**config.mk**
```make
export PLATFORM = sky130hd
export DESIGN_NAME = pipeline_stall_controller
export DESIGN_NICKNAME = d
export VERILOG_FILES = /design/src/rtl/pipeline_stall_controller.sv
export SDC_FILE = /design/constraint.sdc
export NUM_CORES = 1
export LEC_CHECK = 0
export ABC_AREA = 1
export CAP_MARGIN = 20
export CELL_PAD_IN_SITES_DETAIL_PLACEMENT = 1
export CELL_PAD_IN_SITES_GLOBAL_PLACEMENT = 1
export CORE_MARGIN = 10
export CORE_UTILIZATION = 39
export DETAILED_ROUTE_END_ITERATION = 12
export PLACE_DENSITY_LB_ADDON = 0.1
export RECOVER_POWER = 100
export REMOVE_ABC_BUFFERS = 1
export SLEW_MARGIN = 40
export SYNTH_ARGS = -nofsm -noshare
export SYNTH_HDL_FRONTEND = slang
export SYNTH_SLANG_ARGS = --single-unit
```
**constraint.sdc**
```tcl
create_clock -name clk -period 2.3 [get_ports clk]
set_clock_uncertainty 0.2 [all_clocks]
set_input_delay 0.23 -clock clk [delete_from_list [all_inputs] [get_ports clk]]
set_output_delay 0.23 -clock clk [all_outputs]
set_load 0.01 [all_outputs]
```
**src/rtl/pipeline_stall_controller.sv**
```systemverilog
// pipeline_stall_controller: freeze/bubble/flush control, three-source feedback, stall statistics and memory-wait watchdog
module pipeline_stall_controller #(
  parameter int CNT_WIDTH   = 16,
  parameter int MEM_TIMEOUT = 255
) (
  input  logic                 clk,
  input  logic                 rst,
  input  logic                 hazard_detected,
  input  logic                 id_three_source,
  input  logic                 mem_wait,
  input  logic                 branch_taken,
  output logic                 freeze_if,
  output logic                 freeze_id,
  output logic                 freeze_exe,
  output logic                 freeze_mem,
  output logic                 bubble_exe,
  output logic                 flush_if_id,
  output logic [CNT_WIDTH-1:0] hazard_stall_cnt,
  output logic [CNT_WIDTH-1:0] mem_stall_cnt,
  output logic                 mem_timeout_err
);
  typedef enum logic [1:0] {RUN, THREE_SRC, MEM_HOLD} state_t;
  localparam int WD_W = ($clog2(MEM_TIMEOUT + 1) < 1) ? 1 : $clog2(MEM_TIMEOUT + 1);
  localparam logic [WD_W-1:0] WD_MAX  = WD_W'(MEM_TIMEOUT);
  localparam logic [WD_W-1:0] WD_LAST = WD_W'(MEM_TIMEOUT - 1);
  state_t state, ret_state, eff_state;
  logic [WD_W-1:0] wd;
  always_comb begin
    eff_state   = (state == MEM_HOLD) ? ret_state : state;
    freeze_mem  = !rst && mem_wait;
    flush_if_id = !rst && !mem_wait && branch_taken;
    bubble_exe  = !rst && !mem_wait && (branch_taken || hazard_detected);
    freeze_if   = !rst && (mem_wait || (!branch_taken && hazard_detected));
    freeze_id   = freeze_if;
  end
  always_ff @(posedge clk or posedge rst) begin
    if (rst) begin
      state            <= RUN;
      ret_state        <= RUN;
      freeze_exe       <= 1'b0;
      hazard_stall_cnt <= '0;
      mem_stall_cnt    <= '0;
      wd               <= '0;
      mem_timeout_err  <= 1'b0;
    end else begin
      if (mem_wait) begin
        state <= MEM_HOLD;
        if (state != MEM_HOLD) ret_state <= state;
      end else if (branch_taken) begin
        state      <= RUN;
        freeze_exe <= 1'b0;
      end else if (hazard_detected) begin
        if (eff_state == RUN && id_three_source) begin
          state      <= THREE_SRC;
          freeze_exe <= 1'b1;
        end else state <= eff_state;
      end else begin
        state      <= RUN;
        freeze_exe <= 1'b0;
      end
      if (bubble_exe && !branch_taken && !(&hazard_stall_cnt)) hazard_stall_cnt <= hazard_stall_cnt + 1'b1;
      if (mem_wait && !(&mem_stall_cnt)) mem_stall_cnt <= mem_stall_cnt + 1'b1;
      wd <= mem_wait ? ((wd == WD_MAX) ? wd : wd + 1'b1) : '0;
      if (mem_wait && wd >= WD_LAST) mem_timeout_err <= 1'b1;
    end
  end
endmodule

```
Yosys cells after proc, flatten, opt, wreduce, memory -nomap -nowiden
Cells that the tools add are included.

Bitwise operators: 1. Muxes and demuxes: 10. Reductions and logical operators: 23. Add/subtract/negate cells: 3. Magnitude comparators: 1. Equal/unequal tests: 5.

Operators with widths (count): $add 16x1->16 const B (2); $reduce_and 16->1 (2); $mux 8 (2); $logic_and 1x1->1 (11); $mux 2 (5); $add 8x1->8 const B (1); $eq 8x8->1 const B (1); $ge 8x8->1 const B (1); $logic_not 1->1 (5); $ne 2x2->1 const B (2); $reduce_and 2->1 (2); $mux 1 (3); $ne 3x1->1 const B (1); $eq 2x2->1 const B (1); $logic_not 2->1 (1); $logic_or 1x1->1 (2); $not 1->1 (1).

Input port bits: 6. Register bits after elaboration: 46. Output and inout bits: 39.

Longest topological paths before layout
Gate-level depths: netlist of the first run.

Depth in word-level cells: 8. Mapped depth: 9. Mapped depth without buffers: 9.

Least setup slack after synthesis of the first run
No wires, ideal clock.

Path kind: register to register. Start point: register mem_stall_cnt[0]. End point: register mem_stall_cnt[10]. Data arrival time: 1.452 ns. Required time: 1.982 ns. Stages on the path, launching flop included: 10. Setup slack: 0.531 ns. Period minus slack after synthesis: 1.769 ns. Cells stage by stage: dfrtp_1 -> ha_1 -> inv_1 -> nor2_2 -> nand3_2 -> nand2_4 -> nand2_4 -> buf_6 -> nand2_1 -> o21ai_2.

Word-level cells in the longest chain between the ends: 3. Elaborated cells on any way between the ends: 4. Classes of those cells: add/sub: 1; reduce/logical: 3.

Ends and longest elaborated chain: from (decl) (RTL line 19) `output logic [CNT_WIDTH-1:0] mem_stall_cnt,`; from (signal assigned) (RTL line 62) `if (mem_wait && !(&mem_stall_cnt)) mem_stall_cnt <= mem_stall_cnt + 1'b1;`; parallel branches: the longest is 3 deep, another holds $add 16x1->16.

Several ways; the timed one is not identified. A chain may end at the register's enable or synchronous reset.

Final worst setup path of the first run
Start point: input port mem_wait. End point: output port flush_if_id.

Word-level cells in the longest chain between the ends: 3.

Ends and longest elaborated chain: from (decl) (RTL line 10) `input logic mem_wait,`; $logic_not 1->1 (RTL line 31) `flush_if_id = !rst && !mem_wait && branch_taken;`; $logic_and 1x1->1 (2 in a row) (RTL line 31); to (decl) (RTL line 17) `output logic flush_if_id,`.

No other way between the ends.

==> summary.md, run 1 <==
| Metric | Value |
|---|---|
| Status | `completed` |
| Cell Area, Synth | `2735 um^2` |
| Synthesized netlist cell count | `374` |
| Crit Path Max Fanout | `4` |
| Crit-path slowest cell | `dlygate4sd3_1` |
| Lkg Pwr | `1.653 nW` |
| Final setup vio count | `0` |
| Clk buf depth | `2` |
| Tot GR Track Use | `13.61%` |
| Placement Cell Area | `3271 um^2` |
| Final instance area | `3367 um^2` |
| Clk Latency, worst-skew pair | `310 ps` |
| Number of port buffers | `44` |
| Yosys reg bits | `46` |
| Vias per cell | `4.902` |
| Final ANT Viol Nets | `0` |
| Clock sink count | `46` |
| Sequential-to-total area share from yosys stat | `42.09%` |
| Period utilisation layout | `93.50%` |
| Prevailing post-synth register cell | `dfrtp_1` |
| DP HPWL | `5529 um` |
| First-pass GRT wire length | `12620 um` |
| VDD IR max | `0.2907 mV` |
| Slew Limit Fails | `0` |
| Hold buffers post-CTS | `0` |
| Initial antenna violation count | `0` |
| Reg clk slew, reported paths | `90 ps` |
| Rows | `30` |
| Synth warn | `0` |
| Slowest Stage Delay on Critical Path | `610 ps` |
| DR WL/cell | `13.96 um` |
| Post-CTS sizing | `0` |
| Final min period | `2151 ps` |
| Final nets | `432` |
| Worst-margin pin slew | `927.6 ps` |
| Yosys top cell by area | `dfrtp_1` |
| Die width | `103.7 um` |
| Pwr Density | `691.9 nW/um^2` |
| Slew headroom | `38.16%` |
| Vias in the first global route | `2703` |
| H-tree depth | `2` |
| Vias | `2544` |
| Post-synth EDFFs | `0` |
| CP Launch Type | `input port` |
| FF-to-FF path depth | `8` |
| Clk Tree Root Cell | `clkbuf_8` |
| Post-route setup slack | `149.5 ps` |
| Unrepaired setup endpoints after global routing | `false` |
| FMAX | `465.0 MHz` |
| Die height | `103.7 um` |
| Max-cap viol count | `0` |
| Placer congestion estimate | `0.8098` |
| Synth-to-Final Area Change | `23.10%` |
| Hold Crit Class | `in2async` |
| Initial DRC Count | `49` |
| Grt total ovfl | `0` |
| Largest net degree at the start of global routing | `37` |
| Io pins | `45` |
| Area taken by multi-input logic gates | `1328 um^2` |
| Worst path required time | `1870 ps` |
| Clock buffer count from CTS | `5` |
| Setup_tns | `0 ps` |
| Syn avg cell area | `7.313 um^2` |
| Crit Path Class | `in2out` |
| Yosys cell types | `30` |
| Sequential Area | `1151 um^2` |
| Fillers | `873` |
| Synth top area cells | `dfrtp_1, nand2_1, nor2_1` |
| Drt pass-1 iters | `4` |
| Initial core utilization | `40.26%` |
| Final Hold Vio Count | `0` |
| Worst path arrival time | `1720 ps` |
| Crit path cell chain | `dlygate4sd3_1 -> nor2_1 -> inv_1 -> nor2_1 -> dlygate4sd3_1` |
| Utilization after layout | `49.56%` |
| Endpoint class of the critical path | `output pin` |
| Drt drc | `0` |
| Post-CTS Setup Bufs | `0` |
| Post-placement worst setup slack | `200.0 ps` |
| Share of cells above drive strength 1 | `4.965%` |
| CTS tree | `done` |
| Core ar. | `6794 um^2` |
| Ys async rst share | `100.0%` |
| Die Footprint | `10760 um^2` |
| Share of the synthesized area in the top cell type | `42.09%` |
| Total wire length | `7243 um` |
| Antenna Cells | `0` |
| Hold WS | `233.5 ps` |
## Yosys cell counts (all sizes together), types with 4 or more instances
cell and number:
nand3 26, dfrtp 46, o21ai 25, buf 6, xnor2 6, inv 41, nand2 135, nor2 48
a21oi 5, ha 4, nand4 10, xor2 9
## path summary, 6_finish.rpt
kind	endpoint	startpoint	slack, ps
hold / removal	hazard_stall_cnt[11]	rst	230
max in group asynchronous	wd[7]	rst	420
hold reg to reg	mem_timeout_err	mem_timeout_err	270
setup / recovery	flush_if_id	mem_wait	150
setup reg to reg	mem_stall_cnt[9]	mem_stall_cnt[0]	270
min in group clk	mem_timeout_err	mem_timeout_err	270
## final cells by class
type,instances,share of cell area [%]
multi-input cells,279,39.43
clock inverters,2,1.784
well taps,96,3.567
clock buffers,6,2.453
inverters,42,4.682
flip-flops and latches,46,34.19
repair buffers,48,13.90
## cells in the final DEF, fill, tap and decap left out, drive strengths merged
cell type and count:
a21oi 5, nand2 135, a31oi 3, buf 3, ha 4, o22ai 1, nor2b 1, dfrtp 46
dlygate4sd3 38, a31o 1, xnor2 6, clkbuf 7, xor2 9, inv 41, clkinv 1, nor2 48
nand3b 2, bufinv 2, nand4 10, clkdlybuf4s50 6, o21ai 25, nor3 3, nand3 26
## worst max-delay path, delay by kind of cell
| kind | cells | cell delay (ps) |
|---|---|---|
| AND/OR/NAND/NOR | 2 | 210 |
| buffers and inverters | 3 | 1290 |
## report_power, final
group | internal [mW] | switching [mW] | total [mW] | leakage, nW
sequential | 0.905 | 0.135 | 1.04 | 0.613
clock | 0.464 | 0.286 | 0.750 | 0.0714
combinational | 0.247 | 0.293 | 0.539 | 0.968
## kinds of logic (layout without fill, tap and decap cells)
logic type                 after synthesis  in the layout  share of synthesized area (%)
and+or+nand+nor                        225            225                          35.09
buffers and inverters                   49             98                          8.234
DFF                                     46             46                          42.09
AOI/OAI and AO/OA                       35             35                          7.960
xor gates and xnor gates                15             15                          4.803
adders and majority gates                4              4                          1.830
## routing by layer
| layer | vias up | share of wire, % | global-route usage [%] | wire [um] |
|---|---|---|---|---|
| li1 | 1278 | - | - | - |
| met1 | 1226 | 43 | 15.58 | 3148 |
| met2 | 32 | 50 | 23.38 | 3597 |
| met3 | 8 | 5.6 | 5.081 | 406 |
| met4 | 0 | 1.2 | 3.280 | 90 |
| met5 | - | 0 | 0 | 0 |
## sequential cells by signal (all words and copies together), names as in the netlist
name	flops
ret_state	2
freeze_exe	1
mem_stall_cnt	16
hazard_stall_cnt	16
mem_timeout_err	1
wd	8
state	2
## metrics by stage
step           total power [mW]  cells
3_3_place_gp              1.651    511
4_1_cts                   2.447    519
6_report                  2.330    519
5_1_grt                   2.479    519
3_5_place_dp              1.685    511
2_1_floorplan             1.361    367
Power figures use the tool's default switching activity.
==> run 2: changes to the inputs <==
Settings changed: SETUP_SLACK_MARGIN set to 0.05.
==> results of run 2 <==
No change in the layout: final DEF, timing and power equal those of run 1.
==> run 3: changes to the inputs <==
Settings changed: GPL_TIMING_DRIVEN set to 0.
==> summary.md, run 3 (synthesis results as in run 1) <==
| Metric | Value |
|---|---|
| Final setup vio count | `0` |
| Status | `completed` |
| Clk buf depth | `2` |
| Antenna Cells | `0` |
| Drt drc | `0` |
| Total Power | `2.186 mW` |
| Clk Tree Root Cell | `clkbuf_8` |
| Final Hold Vio Count | `0` |
| Drt pass-1 iters | `4` |
| Vias | `2489` |
| Commonest cells after routing, fill and taps aside | `nand2_1, nor2_1, dfrtp_1` |
| Clock buffer count from CTS | `5` |
| Synth-to-Final Area Change | `21.45%` |
| Vias in the first global route | `2715` |
| Rows | `30` |
| DP HPWL | `5418 um` |
| Hold Crit Class | `in2reg` |
| Slowest Stage Delay on Critical Path | `610 ps` |
| Tot GR Track Use | `13.68%` |
| Setup_tns | `0 ps` |
| Most common cell after layout, fill and taps aside | `nand2_1` |
| Reg clk slew, reported paths | `90 ps` |
| Routed wl met2 | `3517 um` |
| Lkg Pwr | `1.626 nW` |
| Final instance area | `3322 um^2` |
| Unrepaired setup endpoints after global routing | `true` |
| CTS tree | `done` |
| Worst path required time | `1870 ps` |
| Endpoint class of the critical path | `output pin` |
| Slew Limit Fails | `0` |
| Worst-margin pin slew | `895.4 ps` |
| Crit Path Max Fanout | `4` |
| Die width | `103.7 um` |
| Largest net degree at the start of global routing | `36` |
| Crit-path slowest cell | `dlygate4sd3_1` |
| Worst path arrival time | `1740 ps` |
| FMAX | `459.8 MHz` |
| Die Footprint | `10760 um^2` |
| Die height | `103.7 um` |
| Period utilisation layout | `94.55%` |
| Clk Latency, worst-skew pair | `300 ps` |
| Slew headroom | `40.30%` |
| First-pass GRT wire length | `12740 um` |
| Post-placement worst setup slack | `-185.8 ps` |
| Placement Cell Area | `3251 um^2` |
| Fillers | `886` |
| Final ANT Viol Nets | `0` |
| CP Launch Type | `input port` |
| DR top layer | `met4` |
| Initial DRC Count | `86` |
| Grt total ovfl | `0` |
| Crit path cell chain | `dlygate4sd3_1 -> nor2_1 -> inv_1 -> nor2_1 -> dlygate4sd3_1` |
| Post-route setup slack | `125.3 ps` |
| Biggest regs | `hazard_stall_cnt x16, mem_stall_cnt x16, wd x8` |
| Number of port buffers | `44` |
| Initial core utilization | `40.26%` |
| Final min period | `2175 ps` |
| DRT met1 WL | `3272 um` |
| Placer congestion estimate | `0.8122` |
| VDD IR max | `0.2977 mV` |
| Core ar. | `6794 um^2` |
| Vias per cell | `4.787` |
| Final nets | `433` |
| Crit Path Class | `in2out` |
| Share of cells above drive strength 1 | `4.717%` |
| Max-cap viol count | `0` |
| Met3 wire length | `387 um` |
| H-tree depth | `2` |
| Total wire length | `7215 um` |
| Clock sink count | `46` |
| DR WL/cell | `13.88 um` |
| Io pins | `45` |
| Pwr Density | `658.1 nW/um^2` |
| Initial antenna violation count | `0` |
==> run 3: repair_timing <==
| action | in CTS | in global routing |
|---|---|---|
| endpoints found under the setup margin | 5 | 11 |
| gates cloned | 0 | 0 |
| resized for setup | 1 | 3 |
| hold buffers | 0 | 0 |
| buffers inserted | 0 | 4 |
| pin swaps | 0 | 1 |
==> run 3: worst paths after layout <==
check,startpoint,end,slack (ps),cells after the start
hold / removal,mem_wait,state[0],150,2
max in group asynchronous,rst,hazard_stall_cnt[3],400,3
min in group asynchronous,rst,hazard_stall_cnt[8],280,2
setup / recovery,rst,flush_if_id,130,5
hold reg to reg,mem_timeout_err,mem_timeout_err,270,1
setup reg to reg,mem_stall_cnt[0],mem_stall_cnt[11],260,8
==> run 3: worst max-delay path, delay by kind of cell <==
| family | cells | cell delay [ps] |
|---|---|---|
| buffers and inverters | 3 | 1300 |
| AND/OR/NAND/NOR | 2 | 210 |
==> run 3: cell type report <==
cell class                      instances  area (um^2)  share of cell area, %
Sequential cell                        46         1151                  34.65
Tap cell                               96        120.1                  3.616
Inverter                               42        158.9                  4.783
Clock buffer                            7        76.32                  2.298
Timing Repair Buffer                   49        460.4                  13.86
Multi-Input combinational cell        279         1325                  39.89
Clock inverter                          1        30.03                 0.9040
==> run 3: metal layers <==
| metal | vias to the layer above | GRT usage [%] |
|---|---|---|
| met5 | - | 0 |
| met4 | 0 | 2.982 |
| met3 | 4 | 4.523 |
| met2 | 33 | 24.19 |
| met1 | 1175 | 15.57 |
| li1 | 1277 | - |
==> run 3: power breakdown <==
group / total [mW] / leakage [nW] / internal (mW) / switching, mW
Clock: 0.608 / 0.0524 / 0.326 / 0.282
Sequential: 1.04 / 0.613 / 0.905 / 0.133
Combinational: 0.539 / 0.960 / 0.245 / 0.294
==> run 3: per-stage QoR <==
| step | util, % | hold slack (ps) | std cells |
|---|---|---|---|
| global placement | 47.51 | 248.8 | 507 |
| detailed placement | 47.85 | 254.5 | 508 |
| CTS | 49.39 | 74.29 | 516 |
| floorplan | - | 96.41 | 367 |
| finish | 48.89 | 149.8 | 520 |
| global route | 48.89 | 177.3 | 520 |
